**config.mk**
```make
export PLATFORM = sky130hd
export DESIGN_NAME = simproc_loader
export DESIGN_NICKNAME = d
export VERILOG_FILES = /design/src/rtl/simproc_loader_pkg.sv /design/src/rtl/simproc_mem_mux.sv /design/src/rtl/simproc_loader.sv
export SDC_FILE = /design/constraint.sdc
export NUM_CORES = 1
export LEC_CHECK = 0
export CAP_MARGIN = 20
export CORE_MARGIN = 1
export CORE_UTILIZATION = 52
export DETAILED_ROUTE_END_ITERATION = 10
export PLACE_DENSITY = 0.86
export RECOVER_POWER = 100
export REMOVE_ABC_BUFFERS = 1
export SETUP_SLACK_MARGIN = 0.4
export SYNTH_ARGS = -nofsm -noshare
export SYNTH_HDL_FRONTEND = slang
export SYNTH_SLANG_ARGS = --single-unit
```
**constraint.sdc**
```tcl
create_clock -name clk -period 5 [get_ports clk]
set_input_delay 0.5 -clock clk [delete_from_list [all_inputs] [get_ports clk]]
set_output_delay 0.5 -clock clk [all_outputs]
set_load 0.05 [all_outputs]
```
**src/rtl/simproc_loader_pkg.sv**
```systemverilog
// simproc_loader_pkg: shared state type and memory geometry for the simproc program loader.
// No ports; imported by simproc_loader and simproc_mem_mux.
package simproc_loader_pkg;
    localparam int ADDR_W    = 8;
    localparam int DATA_W    = 8;
    localparam int MEM_DEPTH = 256;
    typedef enum logic [2:0] {IDLE, LOAD, SETPC, RUN, FINISH} state_t;
endpackage

```
**src/rtl/simproc_mem_mux.sv**
```systemverilog
// simproc_mem_mux: selects which side owns the shared program-memory write port.
// Ports: core_sel picks core_* (core running) over loader_*; mem_* go to the memory.
module simproc_mem_mux
    import simproc_loader_pkg::*;
(
    input  logic              core_sel,
    input  logic [ADDR_W-1:0] loader_addr,
    input  logic [DATA_W-1:0] loader_din,
    input  logic              loader_we,
    input  logic [ADDR_W-1:0] core_addr,
    input  logic [DATA_W-1:0] core_din,
    input  logic              core_we,
    output logic [ADDR_W-1:0] mem_addr,
    output logic [DATA_W-1:0] mem_din,
    output logic              mem_we
);
    always_comb begin
        mem_addr = core_sel ? core_addr : loader_addr;
        mem_din  = core_sel ? core_din : loader_din;
        mem_we   = core_sel ? core_we : loader_we;
    end
endmodule

```
**src/rtl/simproc_loader.sv**
```systemverilog
// simproc_loader: host byte-stream program loader and run controller for simproc.
// Ports: in_valid/in_data/in_last/in_ready host stream (first byte = base address);
//        core_mem_* core memory port in, mem_* shared memory port out;
//        pc_set_val/pc_set_wr/run/halt/done simproc control; busy/finished/err_*/
//        load_count/cycle_count/instr_count status. rst is asynchronous, active-low.
// Optional: define SIMPROC_LOADER_CHECKSUM_EN to treat the in_last byte as a checksum
//           (adds the err_checksum output).
module simproc_loader
    import simproc_loader_pkg::*;
#(
    parameter int MAX_CYCLES = 1024,
    parameter int CNT_W      = 16
) (
    input  logic              clk,
    input  logic              rst,
    input  logic              in_valid,
    input  logic [DATA_W-1:0] in_data,
    input  logic              in_last,
    output logic              in_ready,
    input  logic [ADDR_W-1:0] core_mem_addr,
    input  logic [DATA_W-1:0] core_mem_din,
    input  logic              core_mem_we,
    output logic [ADDR_W-1:0] mem_addr,
    output logic [DATA_W-1:0] mem_din,
    output logic              mem_we,
    output logic [ADDR_W-1:0] pc_set_val,
    output logic              pc_set_wr,
    output logic              run,
    input  logic              halt,
    input  logic              done,
    output logic              busy,
    output logic              finished,
    output logic              err_timeout,
    output logic              err_overflow,
`ifdef SIMPROC_LOADER_CHECKSUM_EN
    output logic              err_checksum,
`endif
    output logic [8:0]        load_count,
    output logic [CNT_W-1:0]  cycle_count,
    output logic [CNT_W-1:0]  instr_count
);
    localparam logic [8:0]       FULL = 9'(MEM_DEPTH);
    localparam logic [CNT_W-1:0] LAST = CNT_W'(MAX_CYCLES - 1);
    state_t state, state_nx;
    logic [ADDR_W-1:0] base, wr_ptr;
    logic xfer, payload, load_we, chk_bad, timeout;
    assign xfer = in_valid && in_ready;
`ifdef SIMPROC_LOADER_CHECKSUM_EN
    // Running sum of base and every payload byte; the closing checksum byte must bring it to 0.
    logic [DATA_W-1:0] sum;
    assign payload = !in_last;
    assign chk_bad = DATA_W'(sum + in_data) != '0;
`else
    assign payload = 1'b1;
    assign chk_bad = 1'b0;
`endif
    // Bytes past the 256th are accepted but never written.
    assign load_we = state == LOAD && xfer && payload && load_count != FULL;
    assign timeout = cycle_count == LAST;
    always_ff @(posedge clk or negedge rst)
        if (!rst) state <= IDLE;
        else state <= state_nx;
    always_comb begin
        state_nx = state;
        case (state)
            IDLE:    state_nx = xfer ? (in_last ? SETPC : LOAD) : IDLE;
            LOAD:    state_nx = xfer && in_last ? (chk_bad ? FINISH : SETPC) : LOAD;
            SETPC:   state_nx = RUN;
            RUN:     state_nx = halt || timeout ? FINISH : RUN;
            FINISH:  state_nx = IDLE;
            default: state_nx = IDLE;
        endcase
    end
    always_comb begin
        in_ready   = state == IDLE || state == LOAD;
        pc_set_wr  = state == SETPC;
        pc_set_val = pc_set_wr ? base : '0;
        run        = state == RUN;
        finished   = state == FINISH;
        busy       = state != IDLE;
    end
    always_ff @(posedge clk or negedge rst) begin
        if (!rst) begin
            base         <= '0;
            wr_ptr       <= '0;
            load_count   <= '0;
            cycle_count  <= '0;
            instr_count  <= '0;
            err_timeout  <= 1'b0;
            err_overflow <= 1'b0;
`ifdef SIMPROC_LOADER_CHECKSUM_EN
            sum          <= '0;
            err_checksum <= 1'b0;
`endif
        end else begin
            case (state)
                IDLE: if (xfer) begin
                    base         <= in_data;
                    wr_ptr       <= in_data;
                    load_count   <= '0;
                    cycle_count  <= '0;
                    instr_count  <= '0;
                    err_timeout  <= 1'b0;
                    err_overflow <= 1'b0;
`ifdef SIMPROC_LOADER_CHECKSUM_EN
                    sum          <= in_data;
                    err_checksum <= 1'b0;
`endif
                end
                LOAD: if (xfer) begin
                    if (load_we) begin
                        wr_ptr     <= wr_ptr + 8'd1;
                        load_count <= load_count + 9'd1;
                    end
                    if (payload && load_count == FULL) err_overflow <= 1'b1;
`ifdef SIMPROC_LOADER_CHECKSUM_EN
                    if (payload) sum <= sum + in_data;
                    if (in_last && chk_bad) err_checksum <= 1'b1;
`endif
                end
                SETPC: begin
                    cycle_count <= '0;
                    instr_count <= '0;
                end
                RUN: begin
                    cycle_count <= cycle_count + CNT_W'(cycle_count != '1);
                    if (done) instr_count <= instr_count + CNT_W'(instr_count != '1);
                    // halt in the final budget cycle wins over the timeout
                    if (!halt && timeout) err_timeout <= 1'b1;
                end
                default: ;
            endcase
        end
    end
    simproc_mem_mux u_mux (
        .core_sel    (state == RUN),
        .loader_addr (wr_ptr),
        .loader_din  (in_data),
        .loader_we   (load_we),
        .core_addr   (core_mem_addr),
        .core_din    (core_mem_din),
        .core_we     (core_mem_we),
        .mem_addr    (mem_addr),
        .mem_din     (mem_din),
        .mem_we      (mem_we)
    );
endmodule

```
==> results.ini <==
[cts]
tritoncts = built
cts_resized = 0
htreeDepth = 3
worstSkewPairLatency_ns = 0.35
clock-root-buffer = clkbuf_8
ctsHoldBuffers = 0
cts_buffer_depth = 2
cts_buffers = 9
post-cts-setup-buffers = 0
clk_pin_slew_ns = 0.07
cts.sinks = 62

[synth]
netlist_area_sq_um = 3770
synth-edff-count = 0
ys.flop_type = dfrtp_1
synth_cell_types = 63
yosysTopAreaCellShare_pct = 41.2
ys_async_sr_fraction_pct = 100
netlist_instances = 409
yosys.area.top_type = dfrtp_1
ys_seq_area_share_pct = 41.2
ys_warn_count = 0
synth_seq_cells = 62
yosys-top-cells-area = dfrtp_1 41%, nand2_1 5.2%, mux2_2 3.9%
avgSynthCellArea_sq_um = 9.22

[floorplanning]
pin_count = 104
die_height_microns = 87.1
coreArea_sq_um = 6910
die_w_microns = 87.1
core.rowCount = 30
start_util_pct = 54.6
die_area_sq_um = 7590

[power]
p_leak_nw = 2.21
power_density_nw_per_um2 = 508
p_sw_share_pct = 48.2
p_clk_share_pct = 19.7
seqPwrFrac_pct = 30.3
peakVddDrop_v = 0.000287
power_frac_comb_pct = 50.0
p_int_mw = 1.31
p_sw_mw = 1.22

[layout]
regArea_sq_um = 1550
fin_util_pct = 72.0
multi_input_area_sq_um = 2010
fillerInstances = 534
n_antenna_cell = 0
area_growth_pct = 31.9
drive_gt1_share_pct = 8.07
layout.cells.non_filler = 604
fin_nets = 541

[timing]
min_period_over_period_pct = 80.5
fin_crit_ns = 4.02
relSlewSlack_pct = -122
drv_slew = 63
rsz0062_at_grt = false
finalHoldViolations = 0
max_freq_ghz = 0.249
layout_setup_ws_ns = 0.977
finalSetupViolations = 0
fin_worst_skew_ns = 0.00778
hold_ws_ns = 0.468
worstMarginPinSlew_ns = 3.33
setup_tns_ns = 0

[detailed_routing]
drc_errors = 0
first_iter_violations = 232
vias = 3578
ant_nets = 0
dr.pass1.iters = 5
post_drt_wl_per_cell_microns = 16.5
routed_wl_microns = 9980
avgViaCountPerCell = 5.92

[status]
outcome = finished, violations left
failed_checks = max-capacitance violations, max-slew violations

[critical_path]
start_kind = register
end_kind = output port
required_ns = 4.50
critPathArrivalTime_ns = 3.52
cp_max_fo = 21
worstSetupPathType = reg2out

[min_path]
hold_path_class = reg2reg

[global_routing]
antenna_found_initial = 0
grt_max_degree = 63
grt_overflow_total = 0
grt_pass1_vias = 3160
grt_pass1_wl_microns = 15800
track_usage_pct = 27.5

[job]
cap_violations = 1

[place]
dp_hpwl_microns = 6890
gp_congestion = 0.805
pre_cts_slack_ns = 1.33
place_inst = 588
numPortBuffers = 103

## logic make-up (layout without fill, tap and decap cells)
kind of cell               count (synthesis)  count (layout)  share of synthesized area (%)
AOI/OAI and AO/OA                        101             101                           18.7
buffers and inverters                     33             132                           4.12
and+or+nand+nor                          179             179                           26.4
DFF                                       62              62                           41.2
muxes                                     16              16                           4.78
xor gates and xnor gates                  11              11                           2.56
adders and majority gates                  7               7                           2.32
## metal layers
metal	track usage, %	up-vias	routed length [microns]
li1	-	1701	-
met1	39.4	1696	4460
met2	41.6	161	4700
met3	5.97	20	613
met4	8.49	0	206
met5	0	-	0
## cells in the mapped netlist (8+ instances only)
master / number
a21oi_1: 29
buf_2: 10
and2_1: 9
or3_1: 13
nor2_1: 22
inv_1: 12
o21ai_0: 20
clkbuf_1: 8
nand3_1: 21
mux2_2: 13
dfrtp_1: 62
nand4_1: 11
xor2_1: 11
and3_1: 15
nand2_1: 52
## final timing paths
check	depth (start not counted)	slack [ns]	startpoint	endpoint
worst min register to register	2	0.47	base[2]$_DFFE_PN0P_	base[2]$_DFFE_PN0P_
min in group asynchronous	2	1.35	rst	instr_count[11]$_DFFE_PN0P_
worst max-delay path	4	0.98	state[0]$_DFF_PN0_	mem_din[7]
worst max register to register	8	2.14	cycle_count[2]$_DFFE_PN0P_	cycle_count[10]$_DFFE_PN0P_
worst min-delay path	2	0.47	base[2]$_DFFE_PN0P_	base[2]$_DFFE_PN0P_
max in group asynchronous	2	1.75	rst	cycle_count[10]$_DFFE_PN0P_
## power by group through the flow
stage | clock network (mW) | registers (mW) | logic (mW)
after floorplan | 0 | 0.846 | 0.818
after global placement | 0 | 0.768 | 1.30
after detailed placement | 0 | 0.774 | 1.33
after global routing | 0.529 | 0.787 | 1.34
after CTS | 0.498 | 0.765 | 1.33
final | 0.497 | 0.765 | 1.26
## metrics by stage
| stage | total power, mW | instance area (sq um) |
|---|---|---|
| CTS | 2.60 | 5030 |
| global placement | 2.07 | 4820 |
| global route | 2.66 | 4970 |
| floorplan | 1.66 | 3660 |
| finish | 2.52 | 4970 |
| detailed placement | 2.10 | 4820 |
## cells in the final DEF (no fill, tap or decap), types with 4 or more instances in the layout
cell / count
a21oi_1: 29
a31oi_1: 4
and2_1: 7
and3_1: 15
and4_1: 4
clkbuf_8: 10
clkdlybuf4s50_1: 29
dfrtp_1: 62
dlygate4sd3_1: 73
ha_1: 7
inv_1: 12
mux2_2: 13
nand2_1: 52
nand3_1: 21
nand4_1: 11
nor2_1: 21
nor3_1: 5
o2111ai_1: 5
o211ai_1: 5
o21ai_0: 23
o22ai_1: 4
o311ai_0: 4
o31ai_1: 6
or3_1: 13
or4_1: 5
xor2_1: 11
## flip-flops by register name, summed over array words and instances (netlist names)
register      cells
cycle_count      16
instr_count      16
load_count        9
base              8
wr_ptr            8
state             3
err_overflow      1
err_timeout       1
## critical path, cell delays in order (launching register included)
cell           delay, ns
dfrtp_1             0.70
inv_1               0.39
nor2_2              0.89
mux2_2              0.42
dlygate4sd3_1       0.76
## cell type report
cell class | instances | share of cell area (%)
flip-flops and latches | 62 | 31.2
inverters | 12 | 0.906
multi-input cells | 314 | 40.4
clock inverters | 4 | 1.41
clock buffers | 12 | 2.92
well taps | 96 | 2.42
repair buffers | 104 | 20.7
Power figures use the tool's default switching activity.
